==> src/rtl/alu_issue_stage.sv <==
// alu_issue_stage: ID/EX register with operand forwarding and ALU-control decode.
// Presents registered a/b/binvert/carryin/op to the ALU behind a valid/ready handshake.
module alu_issue_stage #(
    parameter int DATA_W = 32,
    parameter int REG_W  = 5
) (
    input  logic              clk,
    input  logic              rst_n,
    input  logic              in_valid,
    output logic              in_ready,
    input  logic [REG_W-1:0]  rs_num,
    input  logic [REG_W-1:0]  rt_num,
    input  logic [DATA_W-1:0] rs_data,
    input  logic [DATA_W-1:0] rt_data,
    input  logic [DATA_W-1:0] imm,
    input  logic              alu_src,
    input  logic [1:0]        alu_ctl,
    input  logic [5:0]        funct,
    input  logic [REG_W-1:0]  dest_in,
    input  logic              wr_in,
    input  logic              exm_wr,
    input  logic [REG_W-1:0]  exm_rd,
    input  logic [DATA_W-1:0] exm_data,
    input  logic              mwb_wr,
    input  logic [REG_W-1:0]  mwb_rd,
    input  logic [DATA_W-1:0] mwb_data,
    input  logic              stall,
    input  logic              flush,
    output logic              out_valid,
    input  logic              out_ready,
    output logic [DATA_W-1:0] alu_a,
    output logic [DATA_W-1:0] alu_b,
    output logic              binvert,
    output logic              carryin,
    output logic [1:0]        alu_op,
    output logic [REG_W-1:0]  dest_out,
    output logic              wr_out,
    output logic              illegal
);
    logic              load;
    logic              r_type, is_add, is_sub, is_and, is_or, bad;
    logic [1:0]        op_d;
    logic [DATA_W-1:0] fwd_rs, fwd_rt;

    assign in_ready = !stall && (!out_valid || out_ready);
    assign load     = in_valid && in_ready;

    // EX/MEM is the younger result, so it is checked first; r0 is never forwarded
    assign fwd_rs = (exm_wr && exm_rd == rs_num && rs_num != '0) ? exm_data :
                    (mwb_wr && mwb_rd == rs_num && rs_num != '0) ? mwb_data : rs_data;
    assign fwd_rt = (exm_wr && exm_rd == rt_num && rt_num != '0) ? exm_data :
                    (mwb_wr && mwb_rd == rt_num && rt_num != '0) ? mwb_data : rt_data;

    assign r_type = alu_ctl == 2'b10;
    assign is_add = alu_ctl == 2'b00 || (r_type && funct == 6'b100000);
    assign is_sub = alu_ctl == 2'b01 || (r_type && funct == 6'b100010);
    assign is_and = r_type && funct == 6'b100100;
    assign is_or  = r_type && funct == 6'b100101;
    assign bad    = !(is_add || is_sub || is_and || is_or);
    assign op_d   = (is_add || is_sub) ? 2'b10 : is_and ? 2'b00 : is_or ? 2'b01 : 2'b11;

    always_ff @(posedge clk or negedge rst_n) begin
        if (!rst_n) begin
            out_valid <= 1'b0;
            alu_a     <= '0;
            alu_b     <= '0;
            binvert   <= 1'b0;
            carryin   <= 1'b0;
            alu_op    <= 2'b11;
            dest_out  <= '0;
            wr_out    <= 1'b0;
            illegal   <= 1'b0;
        end else if (flush) begin
            out_valid <= 1'b0;
            wr_out    <= 1'b0;
            illegal   <= 1'b0;
        end else if (load) begin
            out_valid <= 1'b1;
            alu_a     <= fwd_rs;
            alu_b     <= alu_src ? imm : fwd_rt;
            binvert   <= is_sub;
            carryin   <= is_sub;
            alu_op    <= op_d;
            dest_out  <= dest_in;
            wr_out    <= wr_in && !bad;
            illegal   <= bad;
        end else if (out_valid && out_ready) begin
            out_valid <= 1'b0;
        end
    end
endmodule

==> config.mk <==
export PLATFORM = sky130hd
export DESIGN_NAME = alu_issue_stage
export DESIGN_NICKNAME = d
export VERILOG_FILES = /design/src/rtl/alu_issue_stage.sv
export SDC_FILE = /design/constraint.sdc
export NUM_CORES = 1
export LEC_CHECK = 0
export BUFFER_PORTS_ARGS = -buffer_cell sky130_fd_sc_hd__buf_2
export CAP_MARGIN = 15
export CORE_MARGIN = 5
export CORE_UTILIZATION = 44
export DETAILED_ROUTE_END_ITERATION = 8
export GPL_TIMING_DRIVEN = 0
export PLACE_DENSITY = 0.81
export SETUP_SLACK_MARGIN = 0.15
export SLEW_MARGIN = 5
export SYNTH_ARGS = -nofsm -noshare
export SYNTH_HDL_FRONTEND = slang
export SYNTH_SLANG_ARGS = --single-unit
export TNS_END_PERCENT = 50
==> constraint.sdc <==
create_clock -name clk -period 2.2 [get_ports clk]
set_input_delay 0 -clock clk [delete_from_list [all_inputs] [get_ports clk]]
set_output_delay 0 -clock clk [all_outputs]
set_load 0.05 [all_outputs]
==> impl_metrics.env, run 1 <==
export IMPL_r2r_start="out_valid"
export IMPL_syn_instance_count=493
export IMPL_grt_max_degree=40
export IMPL_initial_core_util_pct=45.5
export IMPL_setup_viol=0
export IMPL_cp_end_kind="flop"
export IMPL_grt_usage_pct=36.8
export IMPL_synth_distinct_cells=38
export IMPL_finalWirelength_um=24100
export IMPL_arrival_ps=2310
export IMPL_r2r_end="alu_b[28]"
export IMPL_design_die_area_sq_um=12900
export IMPL_avgRoutedWirePerCell_um=22.5
export IMPL_ant_nets=0
export IMPL_p_clk_share_pct=24.8
export IMPL_drc_errors=0
export IMPL_min_path_type="input pin to flop"
export IMPL_maxCapViolCount=0
export IMPL_swShare_pct=41.4
export IMPL_vdd_drop_max_v=0.000505
export IMPL_ff2ff_path_depth=7
export IMPL_worstPathMaxFanout=10
export IMPL_place_congestion=0.945
export IMPL_seq_area_frac_synth_pct=39.7
export IMPL_io_buffers=279
export IMPL_crit_chain="nor2b_4 > nor4b_4 > buf_4 > buf_4 > clkbuf_1 > and3_1 > a221o_1"
export IMPL_viasPerCell=6.16
export IMPL_worstSkewPairLatency_ps=360
export IMPL_dpl_cell_count=909
export IMPL_core_sq_um=10400
export IMPL_clk_pin_slew_ps=90
export IMPL_cpMostUsedCell="buf_4"
export IMPL_power_density_nw_per_um2=683
export IMPL_ys_ff_latch=75
export IMPL_syn_nets=696
export IMPL_antenna_found_initial=0
export IMPL_die_h_um=114
export IMPL_finalHoldWorstSlack_ps=2.19
export IMPL_first_iter_violations=961
export IMPL_crit_slowest_cell="clkbuf_1"
export IMPL_slew_viol_final=0
export IMPL_seq_power_share_pct=32.7
export IMPL_clock_fmax_ghz=0.494
export IMPL_grt_pass1_vias=6999
export IMPL_hold_depth=3
export IMPL_fp_dieW_um=114
export IMPL_drtPass1Iterations=7
export IMPL_final_cells=1069
export IMPL_critical_path_required_ps=2490
export IMPL_r2r_slack_ps=180
export IMPL_hold_violations=0
export IMPL_comb_power_share_pct=42.5
export IMPL_nNetsFinal=1132
export IMPL_critPathLaunchType="flop"
export IMPL_worstMarginPinSlew_ps=663
export IMPL_area_delta_synth_final_pct=70.0
export IMPL_cts_root_buf="clkbuf_8"
export IMPL_grt_ovfl_total=0
export IMPL_cts_buffers=9
export IMPL_internal_power_mw=3.22
export IMPL_rsz0062_at_grt="yes"
export IMPL_ys_warn_count=0
export IMPL_htreeDepth=3
export IMPL_antenna_cells=0
export IMPL_switching_power_mw=2.28
export IMPL_p_leak_nw=4.20
export IMPL_status="finished, final reports clean"
export IMPL_cts_tree="yes"
export IMPL_dpl_cell_area_sq_um=6340
export IMPL_syn_area_sq_um=4740
export IMPL_min_to="alu_b[3]"
export IMPL_avgSynthCellArea_sq_um=9.61
export IMPL_utilization_pct=77.3
export IMPL_fin_skew_ps=7.73
export IMPL_cp_slowest_stage_delay_ps=430
export IMPL_final_cell_area_sq_um=8050
export IMPL_num_rows=37
export IMPL_finalCritPeriodShare_pct=92.0
export IMPL_io_pins=280
export IMPL_cts_sinks=75
export IMPL_period_needed_ps=2020
export IMPL_worstHoldStart="rt_data[3]"
export IMPL_hpwl_um=15100
export IMPL_cts_path_max_buffers=2
export IMPL_drive_gt1_share_pct=35.5
export IMPL_grt_pass1_wl_um=37300
export IMPL_maxSlewHeadroom_pct=55.4
export IMPL_via_count=6588
export IMPL_path_class="flop to flop"
==> placed cells by master (no fill, tap or decap), types with 4 or more instances in the layout <==
master and n:
clkbuf_8 11, buf_6 8, buf_4 7, clkbuf_1 21, xnor2_1 12, nand4_1 5
o221ai_1 32, nand2_1 57, xor2_1 8, a21oi_1 35, nor2_1 4, buf_2 286
dfrtp_1 72, mux2i_1 32, a221o_1 62, dlygate4sd3_1 143, inv_1 32, and3_1 64
==> Yosys cell counts (all sizes together) <==
| library cell | count | area, sq um |
|---|---|---|
| dfrtp | 73 | 1830 |
| a221o | 64 | 643 |
| and3 | 64 | 400 |
| nand2 | 57 | 214 |
| a21oi | 35 | 175 |
| inv | 32 | 120 |
| mux2i | 32 | 320 |
| o221ai | 32 | 280 |
| buf | 23 | 171 |
| clkbuf | 21 | 78.8 |
| xnor2 | 12 | 105 |
| xor2 | 8 | 70.1 |
| nor2 | 6 | 25.0 |
| nand4 | 5 | 31.3 |
| nand2b | 4 | 27.5 |
| dlygate4sd1 | 3 | 26.3 |
| nor2b | 3 | 18.8 |
| nor4 | 3 | 40.0 |
| o21ai | 3 | 15.0 |
| dfstp | 2 | 52.6 |
| nor4b | 2 | 23.8 |
| or4 | 2 | 15.0 |
| a31oi | 1 | 6.26 |
| and4b | 1 | 10.0 |
| dlymetal6s2s | 1 | 12.5 |
| nand3b | 1 | 7.51 |
| nor3 | 1 | 5.00 |
| or2 | 1 | 6.26 |
| or3b | 1 | 8.76 |
==> through the flow <==
step	power, mW	setup TNS, ps	setup slack [ps]
global placement	3.84	-2090	-119
CTS	5.43	0	171
finish	5.50	0	177
floorplan	3.19	0	149
detailed placement	3.88	-1270	-93.3
global route	5.68	0	110
==> registers in the layout (all words and copies together), names as in the netlist <==
register	count
alu_a	32
alu_b	32
illegal	1
alu_op	2
wr_out	1
dest_out	5
carryin	1
out_valid	1
==> layout make-up <==
| cell class | instances | area, sq um |
|---|---|---|
| clock inverter | 4 | 97.6 |
| sequential | 75 | 1880 |
| fill | 667 | 2360 |
| timing repair buffer | 425 | 2870 |
| buffer | 48 | 289 |
| clock buffer | 11 | 151 |
| tap | 136 | 170 |
| multi-input combinational | 338 | 2480 |
| inverter | 32 | 120 |
==> cell families (layout without fill, tap and decap cells) <==
group                  count (synthesis)  count (layout)  share of synthesized area, %
XOR/XNOR                              20              20                          3.70
multiplexers                          32              32                          6.76
AO/OA/AOI/OAI                        135             135                          23.6
buffers and inverters                 80             520                          8.64
AND/OR/NAND/NOR                      151             151                          17.6
flip-flops                            75              75                          39.7
==> worst max-delay path by stage <==
stage / startpoint / end
5_1_grt: out_valid / alu_b[24]
6_report: out_valid / alu_b[28]
3_5_place_dp: out_valid / alu_a[5]
3_3_place_gp: out_valid / alu_a[7]
4_1_cts: out_valid / alu_a[5]
2_1_floorplan: out_valid / alu_b[8]
==> layer usage <==
layer	share of wire [%]	vias to the layer above	wire (um)	track usage [%]
met3	12	149	2910	8.12
met5	0	-	0	0
met4	5.7	0	1370	21.2
met1	35	3055	8470	43.6
li1	-	2743	-	-
met2	47	641	11300	61.4
==> power by group through the flow <==
stage          clock [mW]  sequential (mW)  combinational, mW
2_1_floorplan           0             2.68              0.504
3_3_place_gp            0             1.80               2.04
3_5_place_dp            0             1.81               2.08
4_1_cts              1.37             1.78               2.28
5_1_grt              1.42             1.82               2.45
6_report             1.37             1.80               2.34
==> worst max-delay path: cells and delay by family (launching register included) <==
kind                   cells  cell delay (ps)
flip-flops                 1              420
AO/OA/AOI/OAI              1              130
AND/OR/NAND/NOR            3              660
buffers and inverters      3              740
==> repair_timing <==
item                                    in CTS  in global routing
endpoints found under the setup margin      59                 39
gates resized for setup                      1                  1
hold buffers                               143                  0
setup buffers                                0                  2
hold endpoints to repair                   110                  0
pin swaps                                    0                  1
No activity file was read; power rests on OpenSTA's default activity.
==> inputs of run 2 (changes only) <==
GPL_TIMING_DRIVEN = not set   (was 0)
clock period = 1.9 ns   (was 2.2 ns; I/O delays follow)
==> run 2 against run 1 <==
Compared with the run above:
- sequential power is 16% higher
- setup slack better by 8.2 ps
- sequential cell count stayed put
- critical endpoint is now alu_b[26]
==> impl_metrics.env, run 2 (same netlist as run 1, synthesis figures left out) <==
export IMPL_status="finished, final reports clean"
export IMPL_tns_ps=0
export IMPL_r2r_slack_ps=200
export IMPL_ff2ff_path_depth=7
export IMPL_power_density_nw_per_um2=795
export IMPL_worstMarginPinSlew_ps=860
export IMPL_setup_viol=0
export IMPL_grt_max_degree=43
export IMPL_grt_ovfl_total=0
export IMPL_path_class="input pin to flop"
export IMPL_htreeDepth=3
export IMPL_mostFrequentLayoutCell="buf_2"
export IMPL_final_cell_mix="buf_2 (278), dlygate4sd3_1 (111), dfrtp_1 (72), and3_1 (64), a221o_1 (62)"
export IMPL_worstPathMaxFanout=18
export IMPL_cts_tree="yes"
export IMPL_final_cell_area_sq_um=7700
export IMPL_drive_gt1_share_pct=38.8
export IMPL_hold_violations=0
export IMPL_finalCritPeriodShare_pct=90.3
export IMPL_utilization_pct=74.0
export IMPL_worstSkewPairLatency_ps=340
export IMPL_drtPass1Iterations=5
export IMPL_initial_core_util_pct=45.5
export IMPL_clock_fmax_ghz=0.583
export IMPL_min_path_type="input pin to flop"
export IMPL_viasPerCell=6.08
export IMPL_vdd_drop_max_v=0.000477
export IMPL_antenna_cells=0
export IMPL_cts_path_max_buffers=2
export IMPL_core_sq_um=10400
export IMPL_via_count=6196
export IMPL_ant_nets=0
export IMPL_antenna_found_initial=0
export IMPL_p_leak_nw=4.05
export IMPL_grt_usage_pct=32.5
export IMPL_die_h_um=114
export IMPL_num_rows=37
export IMPL_dpl_cell_count=891
export IMPL_cp_end_kind="flop"
export IMPL_fp_dieW_um=114
export IMPL_reg_top3="alu_a: 32 flops, alu_b: 32 flops, dest_out: 5 flops"
export IMPL_area_delta_synth_final_pct=62.7
export IMPL_grt_pass1_vias=6602
export IMPL_critical_path_required_ps=2120
export IMPL_cts_buffers=9
export IMPL_maxCapViolCount=0
export IMPL_arrival_ps=1940
export IMPL_rsz0062_at_grt="no"
export IMPL_avgRoutedWirePerCell_um=21.1
export IMPL_io_buffers=279
export IMPL_hpwl_um=14000
export IMPL_grt_pass1_wl_um=33400
export IMPL_clk_pin_slew_ps=90
export IMPL_io_pins=280
export IMPL_slew_viol_final=0
export IMPL_place_congestion=0.916
export IMPL_hold_depth=3
export IMPL_critPathLaunchType="input pin"
export IMPL_finalHoldWorstSlack_ps=17.9
export IMPL_period_needed_ps=1720
export IMPL_cts_sinks=75
export IMPL_final_cells=1019
export IMPL_drc_errors=0
export IMPL_design_die_area_sq_um=12900
export IMPL_maxSlewHeadroom_pct=42.5
export IMPL_finalWirelength_um=21500
export IMPL_dpl_cell_area_sq_um=6340
export IMPL_fin_skew_ps=8.51
export IMPL_first_iter_violations=616
export IMPL_nNetsFinal=1081
export IMPL_cts_root_buf="clkbuf_8"
## run 2: power by group
group	internal [mW]	switching, mW
logic	0.871	1.76
clock network	0.811	0.610
registers	1.89	0.187
## run 2: cell type report
cell class                 count  area, sq um
fill                         709         2710
sequential                    75         1880
clock inverter                 4         72.6
clock buffer                  12          155
multi-input combinational    338         2490
inverter                      32          120
tap                          136          170
timing repair buffer         422         2810
## run 2: worst max-delay path, cell delays in order
cell and delay, ps:
buf_2 110, xor2_1 160, nor4_2 340, or3b_4 450
buf_6 180, a221o_1 380, a221o_1 310
## run 2: path summary, 6_finish.rpt
path | startpoint | to
max | rt_num[4] | alu_b[26]
max reg2reg | out_valid | alu_b[26]
min | exm_data[4] | alu_a[4]
min reg2reg | dest_out[0] | dest_out[0]
max in group asynchronous | rst_n | alu_op[1]
min in group asynchronous | rst_n | alu_a[0]
## run 2: layer usage
metal  global-route usage (%)  wire length, um  vias up
li1                         -                -     2634
met1                     35.0             7420     2947
met3                     7.69             2110      108
met4                     20.8             1110        0
met2                     56.9            10800      507
met5                        0                0        -
## run 2: what timing repair did
action                                  4_1_cts  5_1_grt
gates resized for setup                       0        5
buffers inserted                              0        1
hold endpoints to repair                     96        1
hold buffers                                110        1
endpoints found under the setup margin        0       33
## run 2: per-stage QoR
| stage | total power, mW | setup slack, ps |
|---|---|---|
| 2_1_floorplan | 3.70 | 74.4 |
| 3_3_place_gp | 4.45 | -134 |
| 3_5_place_dp | 4.50 | -164 |
| 4_1_cts | 6.09 | 202 |
| 5_1_grt | 6.36 | 153 |
| 6_report | 6.12 | 185 |
